<file path="src/rtl/bp_gshare.sv">
`default_nettype none
// ============================================================================
//  Module   : bp_gshare
//  Purpose  : Branch predictor for the fetch stage. It predicts direction and
//             target combinationally, trains on resolutions returned from AGEX,
//             and raises a one-cycle flush/redirect when AGEX reports a
//             mispredict.
//  Config   : BP_GSHARE_EN defined   -> gshare (PC XOR global history index)
//             BP_GSHARE_EN undefined -> bimodal (PC-only index, history held 0)
//  Revision : 1.0 - initial release
// ============================================================================
module bp_gshare #(
  parameter int DBITS        = 32,
  parameter int BHR_BITS     = 8,
  parameter int BTB_IDX_BITS = 4
) (
  input  logic                clk,
  input  logic                reset,            // asynchronous, active-low
  input  logic [DBITS-1:0]    fe_pc_i,
  output logic                pred_taken_o,
  output logic [DBITS-1:0]    pred_target_o,
  output logic [BHR_BITS-1:0] pred_bhr_o,
  input  logic                upd_valid_i,
  input  logic [DBITS-1:0]    upd_pc_i,
  input  logic [BHR_BITS-1:0] upd_bhr_i,
  input  logic                upd_taken_i,
  input  logic [DBITS-1:0]    upd_target_i,
  input  logic                upd_mispredict_i,
  output logic                flush_o,
  output logic [DBITS-1:0]    redirect_pc_o
);

  localparam int PHT_ENTRIES = 1 << BHR_BITS;
  localparam int BTB_ENTRIES = 1 << BTB_IDX_BITS;
  localparam int TAG_BITS    = DBITS - BTB_IDX_BITS - 2;

  // Prediction state
  logic [1:0]          pht_q       [PHT_ENTRIES];
  logic                btb_valid_q [BTB_ENTRIES];
  logic [TAG_BITS-1:0] btb_tag_q   [BTB_ENTRIES];
  logic [DBITS-1:0]    btb_tgt_q   [BTB_ENTRIES];
  logic [BHR_BITS-1:0] bhr_q, bhr_d;

  // Flush / redirect state
  logic                flush_q, flush_d;
  logic [DBITS-1:0]    redirect_q, redirect_d;

  // Index and lookup wires
  logic [BHR_BITS-1:0]     fe_pht_idx, upd_pht_idx;
  logic [BTB_IDX_BITS-1:0] fe_btb_idx, upd_btb_idx;
  logic [TAG_BITS-1:0]     fe_tag, upd_tag;
  logic                    fe_hit;
  logic [1:0]              pht_cur, pht_cnt_d;

`ifdef BP_GSHARE_EN
  assign fe_pht_idx  = fe_pc_i[BHR_BITS+1:2] ^ bhr_q;
  assign upd_pht_idx = upd_pc_i[BHR_BITS+1:2] ^ upd_bhr_i;
`else
  // Bimodal: history takes no part in indexing, the snapshot is ignored.
  logic unused_upd_bhr;
  assign fe_pht_idx     = fe_pc_i[BHR_BITS+1:2];
  assign upd_pht_idx    = upd_pc_i[BHR_BITS+1:2];
  assign unused_upd_bhr = ^upd_bhr_i;
`endif

  assign fe_btb_idx  = fe_pc_i[BTB_IDX_BITS+1:2];
  assign upd_btb_idx = upd_pc_i[BTB_IDX_BITS+1:2];
  assign fe_tag      = fe_pc_i[DBITS-1:BTB_IDX_BITS+2];
  assign upd_tag     = upd_pc_i[DBITS-1:BTB_IDX_BITS+2];

  // Lookup reads only registered state, so a same-cycle update is not visible.
  assign fe_hit        = btb_valid_q[fe_btb_idx] && (btb_tag_q[fe_btb_idx] == fe_tag);
  assign pred_taken_o  = fe_hit && pht_q[fe_pht_idx][1];
  assign pred_target_o = pred_taken_o ? btb_tgt_q[fe_btb_idx] : fe_pc_i + DBITS'(4);
  assign pred_bhr_o    = bhr_q;
  assign flush_o       = flush_q;
  assign redirect_pc_o = redirect_q;

  assign pht_cur = pht_q[upd_pht_idx];

  // Saturating 2-bit counter step for the entry being trained
  always_comb begin
    pht_cnt_d = pht_cur;
    if (upd_taken_i) begin
      if (pht_cur != 2'b11) pht_cnt_d = pht_cur + 2'b01;
    end else begin
      if (pht_cur != 2'b00) pht_cnt_d = pht_cur - 2'b01;
    end
  end

  // History is rebuilt from the carried snapshot so it self-repairs after a flush
  always_comb begin
    bhr_d = bhr_q;
`ifdef BP_GSHARE_EN
    if (upd_valid_i) bhr_d = {upd_bhr_i[BHR_BITS-2:0], upd_taken_i};
`else
    bhr_d = '0;
`endif
  end

  // Mispredict produces a single-cycle flush; redirect holds between flushes
  always_comb begin
    flush_d    = upd_valid_i && upd_mispredict_i;
    redirect_d = redirect_q;
    if (flush_d) redirect_d = upd_taken_i ? upd_target_i : upd_pc_i + DBITS'(4);
  end

  // PHT counters, reset to weakly not-taken
  always_ff @(posedge clk or negedge reset) begin
    if (!reset) begin
      for (int i = 0; i < PHT_ENTRIES; i++) pht_q[i] <= 2'b01;
    end else if (upd_valid_i) begin
      pht_q[upd_pht_idx] <= pht_cnt_d;
    end
  end

  // BTB valid bits; only taken resolutions allocate
  always_ff @(posedge clk or negedge reset) begin
    if (!reset) begin
      for (int i = 0; i < BTB_ENTRIES; i++) btb_valid_q[i] <= 1'b0;
    end else if (upd_valid_i && upd_taken_i) begin
      btb_valid_q[upd_btb_idx] <= 1'b1;
    end
  end

  // BTB tag/target payload, qualified by the valid bit so it needs no reset
  always_ff @(posedge clk) begin
    if (upd_valid_i && upd_taken_i) begin
      btb_tag_q[upd_btb_idx] <= upd_tag;
      btb_tgt_q[upd_btb_idx] <= upd_target_i;
    end
  end

  // History, flush and redirect registers
  always_ff @(posedge clk or negedge reset) begin
    if (!reset) begin
      bhr_q      <= '0;
      flush_q    <= 1'b0;
      redirect_q <= '0;
    end else begin
      bhr_q      <= bhr_d;
      flush_q    <= flush_d;
      redirect_q <= redirect_d;
    end
  end

endmodule
`default_nettype wire
</file>
<file path="config.mk">
export PLATFORM = sky130hd
export DESIGN_NAME = bp_gshare
export DESIGN_NICKNAME = d
export VERILOG_FILES = /design/src/rtl/bp_gshare.sv
export SDC_FILE = /design/constraint.sdc
export NUM_CORES = 2
export LEC_CHECK = 0
export CORE_ASPECT_RATIO = 0.9
export CORE_UTILIZATION = 40
export DETAILED_ROUTE_END_ITERATION = 10
export HOLD_SLACK_MARGIN = 0.06
export PLACE_DENSITY = 0.56
export SETUP_SLACK_MARGIN = 0.1
export SLEW_MARGIN = 5
export SYNTH_ARGS = -nofsm -noshare
export SYNTH_HDL_FRONTEND = slang
export SYNTH_SLANG_ARGS = --single-unit
</file>
<file path="constraint.sdc">
create_clock -name clk -period 15.5 [get_ports clk]
set_input_delay 3.1 -clock clk [delete_from_list [all_inputs] [get_ports clk]]
set_output_delay 3.1 -clock clk [all_outputs]
set_load 0.05 [all_outputs]
</file>
==> run_results.csv <==
group,metric,value,unit
global_routing,globalRouteOverflowTotal,0,
run_status,status,"completed",
pwr,p_int,6.73,mW
synthesis,synth_area_leaders,"edfxtp_1 (43%), mux4_2 (14%), dfrtp_1 (12%)",
timing,slew_violations,0,
pwr,power.density,119,nW/um2
critical_path,cp_max_fo,60,
clock_tree,clock_path_buffers,3,
final_layout,multi_input_area,21800,um2
detailed_routing,viasPerCell,5.83,
detailed_routing,routed_wl,194,mm
critical_path,cp.depth,12,
synthesis,yosysTopAreaCellShare,42.7,%
critical_path,reg2reg_from,"pht_q[9]$_DFFE_PN0P_",
critical_path,slowest_delay,790,ps
final_layout,regArea,42200,um2
detailed_routing,postRouteAntennaNets,0,
critical_path,arrival,8920,ps
synthesis,syn_inst,4437,
pwr,finalPower,8.86,mW
placed_design,postPlaceCellArea,69300,um2
synthesis,synth_most_common_cell,"edfxtp_1",
pwr,max-vdd-ir-drop,0.122,mV
synthesis,syn_area_per_cell,14.7,um2
final_layout,nets,4708,
floorplan,rows,140,
clock_tree,htreeDepth,4,
timing,hold_viol,0,
global_routing,grt_usage,23.6,%
global_routing,grt_pass1_vias,39200,
synthesis,synthTopCellsByCount,"edfxtp_1 (928), nand2_1 (896), o21ai_0 (566)",
detailed_routing,drtPass1Iterations,5,
critical_path,ff2ff_path_depth,9,
clock_tree,cts_tree,"built",
placed_design,dp_hpwl,113,mm
timing,max_freq,83.2,MHz
global_routing,grt_max_degree,157,
final_layout,drive_gt1_share,23.3,%
synthesis,ys_warn_count,0,
pwr,power_frac_seq,49.8,%
synthesis,synth_edf_count,928,
timing,finalSetupViolCount,0,
critical_path,cp-start-kind,"primary input",
synthesis,synth_cell_types,80,
pwr,p_leak,25.4,nW
timing,fin_skew,32.8,ps
detailed_routing,num_vias,39900,
critical_path,cp_slowest_cell,"buf_4",
detailed_routing,wl_per_cell,28.3,um
critical_path,setup.worst_path.class,"primary input to output pin",
final_layout,area_growth,14.0,%
timing,tns,0,ps
clock_tree,path_clk_slew,60,ps
final_layout,n_fill_cell,14300,
global_routing,antenna_found_initial,7,
clock_tree,clockRootBuffer,"clkbuf_16",
timing,period_share,77.6,%
pwr,swShare,24.1,%
critical_path,path_buf_inv,4,
floorplan,die_h,385,um
timing,layout_min_cycle_time,12020,ps
clock_tree,cts_resized,0,
pwr,pwr-share-clk,41.6,%
synthesis,async_reset_ff_share,37.7,%
detailed_routing,initialDrtViolationCount,4060,
critical_path,end_kind,"output pin",
detailed_routing,drc,0,
clock_tree,hold_buffers,0,
clock_tree,postCtsSetupBuffers,0,
synthesis,ys.flop_type,"edfxtp_1",
placed_design,port_buffers,166,
pwr,pwr-share-comb,8.6,%
clock_tree,clock-sinks,1489,
final_layout,final_area,74300,um2
placed_design,gp_congestion,0.858,
clock_tree,numCtsBuffers,155,
critical_path,r2r_slack,10570,ps
floorplan,dieWidth,428,um
floorplan,boundaryPins,183,
global_routing,grt_pass1_wl,281,mm
timing,worst_pin_slew,1190,ps
critical_path,critical_path.cell_chain,"buf_8, buf_4, buf_4, ha_1, nand4_1, nor3_1, nand4_1, nor2_1, nand2_1, xnor2_1, mux2_4, clkdlybuf4s50_1",
clock_tree,clk_latency,810,ps
min_path,min_path_type,"flip-flop to flip-flop",
critical_path,critPathTopFamily,"buffers and inverters",
synthesis,yosys.area.top_type,"edfxtp_1",
floorplan,dieArea,165000,um2
job,cap_violations,0,
floorplan,core_area,162000,um2
timing,slew_headroom,20.4,%
synthesis,syn_area,65200,um2
critical_path,r2r-end,"pht_q[326]$_DFFE_PN1P_",
critical_path,critPathLaunch,"fe_pc_i[2]",
pwr,netSwitchingPower,2.13,mW
timing,rsz0062_at_grt,"false",
critical_path,endpoint,"pred_target_o[28]",
critical_path,cp_data_required_time,12400,ps
synthesis,ys_seq_area_share,64.7,%
synthesis,ys_ff_latch,1489,
floorplan,start_util,40.3,%
==> layout make-up <==
cell class / instances / share of cell area (%)
repair buffers: 275 / 3.42
clock inverters: 56 / 0.774
clock buffers: 228 / 5.94
well taps: 2130 / 3.58
inverters: 32 / 0.165
diodes: 2 / 0.00673
flip-flops and latches: 1489 / 56.8
multi-input cells: 2641 / 29.3
==> cells in the final DEF, fill, tap and decap left out, types with 14 or more instances in the layout <==
cell and count:
a21oi_1 47, a22oi_1 46, buf_4 103, clkbuf_1 50, clkbuf_16 158, clkbuf_8 22, clkdlybuf4s50_1 153, clkinv_1 24
clkinv_2 14, dfrtp_1 305, dfstp_2 256, edfxtp_1 928, inv_1 24, mux2_2 14, mux2_4 28, mux2i_1 154
mux4_1 15, mux4_2 401, nand2_1 895, nand3_1 30, nand4_1 31, nor2_1 66, nor2b_1 14, nor3_1 16
nor3_2 18, o21ai_0 566, o22ai_1 15, or2_2 17, xnor2_1 46, xor2_1 20
==> power groups by stage <==
stage | Clock, mW | Sequential [mW] | Combinational [mW]
detailed placement | 0 | 4.48 | 0.768
finish | 3.69 | 4.41 | 0.766
floorplan | 0 | 4.51 | 0.411
global route | 3.89 | 4.42 | 0.816
CTS | 3.75 | 4.41 | 0.770
global placement | 0 | 4.48 | 0.762
==> worst min-delay path by stage <==
stage	start	cells after the start	to	slack (ps)
4_1_cts	btb_valid_q[7]$_DFFE_PN0P_	1	btb_valid_q[7]$_DFFE_PN0P_	460
3_5_place_dp	btb_valid_q[1]$_DFFE_PN0P_	1	btb_valid_q[1]$_DFFE_PN0P_	450
2_1_floorplan	btb_valid_q[11]$_DFFE_PN0P_	1	btb_valid_q[11]$_DFFE_PN0P_	430
6_report	btb_valid_q[12]$_DFFE_PN0P_	1	btb_valid_q[12]$_DFFE_PN0P_	460
3_3_place_gp	btb_valid_q[10]$_DFFE_PN0P_	1	btb_valid_q[10]$_DFFE_PN0P_	450
5_1_grt	btb_valid_q[7]$_DFFE_PN0P_	1	btb_valid_q[7]$_DFFE_PN0P_	470
==> metrics by stage <==
step / utilization, % / hold slack, ps / worst slack, ps / cells
2_1_floorplan: - / 434 / 4970 / 4444
3_3_place_gp: 42.8 / 446 / 3540 / 6567
3_5_place_dp: 42.8 / 449 / 3510 / 6567
4_1_cts: 45.9 / 464 / 3510 / 6851
5_1_grt: 45.9 / 474 / 3110 / 6853
6_report: 45.9 / 463 / 3480 / 6853
==> flip-flops by register name, summed over array words and instances, names as in the netlist <==
| register | flops |
|---|---|
| btb_tag_q | 416 |
| btb_tgt_q | 512 |
| redirect_pc_o | 32 |
| pht_q | 512 |
| btb_valid_q | 16 |
| flush_o | 1 |
==> cell families (layout without fill, tap and decap cells) <==
group / after synthesis / after routing / share of synthesized area (%)
buf+inv: 314 / 591 / 2.28
flops: 1489 / 1489 / 64.7
mux: 612 / 612 / 17.7
other cells: 1 / 10 / 0.00575
xor+xnor: 66 / 66 / 0.886
compound gates: 779 / 779 / 6.72
fa+ha+maj: 7 / 7 / 0.127
simple gates: 1169 / 1169 / 7.55
==> routing by layer <==
| layer | wire length, um | global-route usage, % |
|---|---|---|
| met1 | 87000 | 35.1 |
| met2 | 88600 | 35.8 |
| met3 | 13800 | 4.28 |
| met4 | 4260 | 6.11 |
| met5 | 13 | 0 |
(Power assumes the default switching activity.)
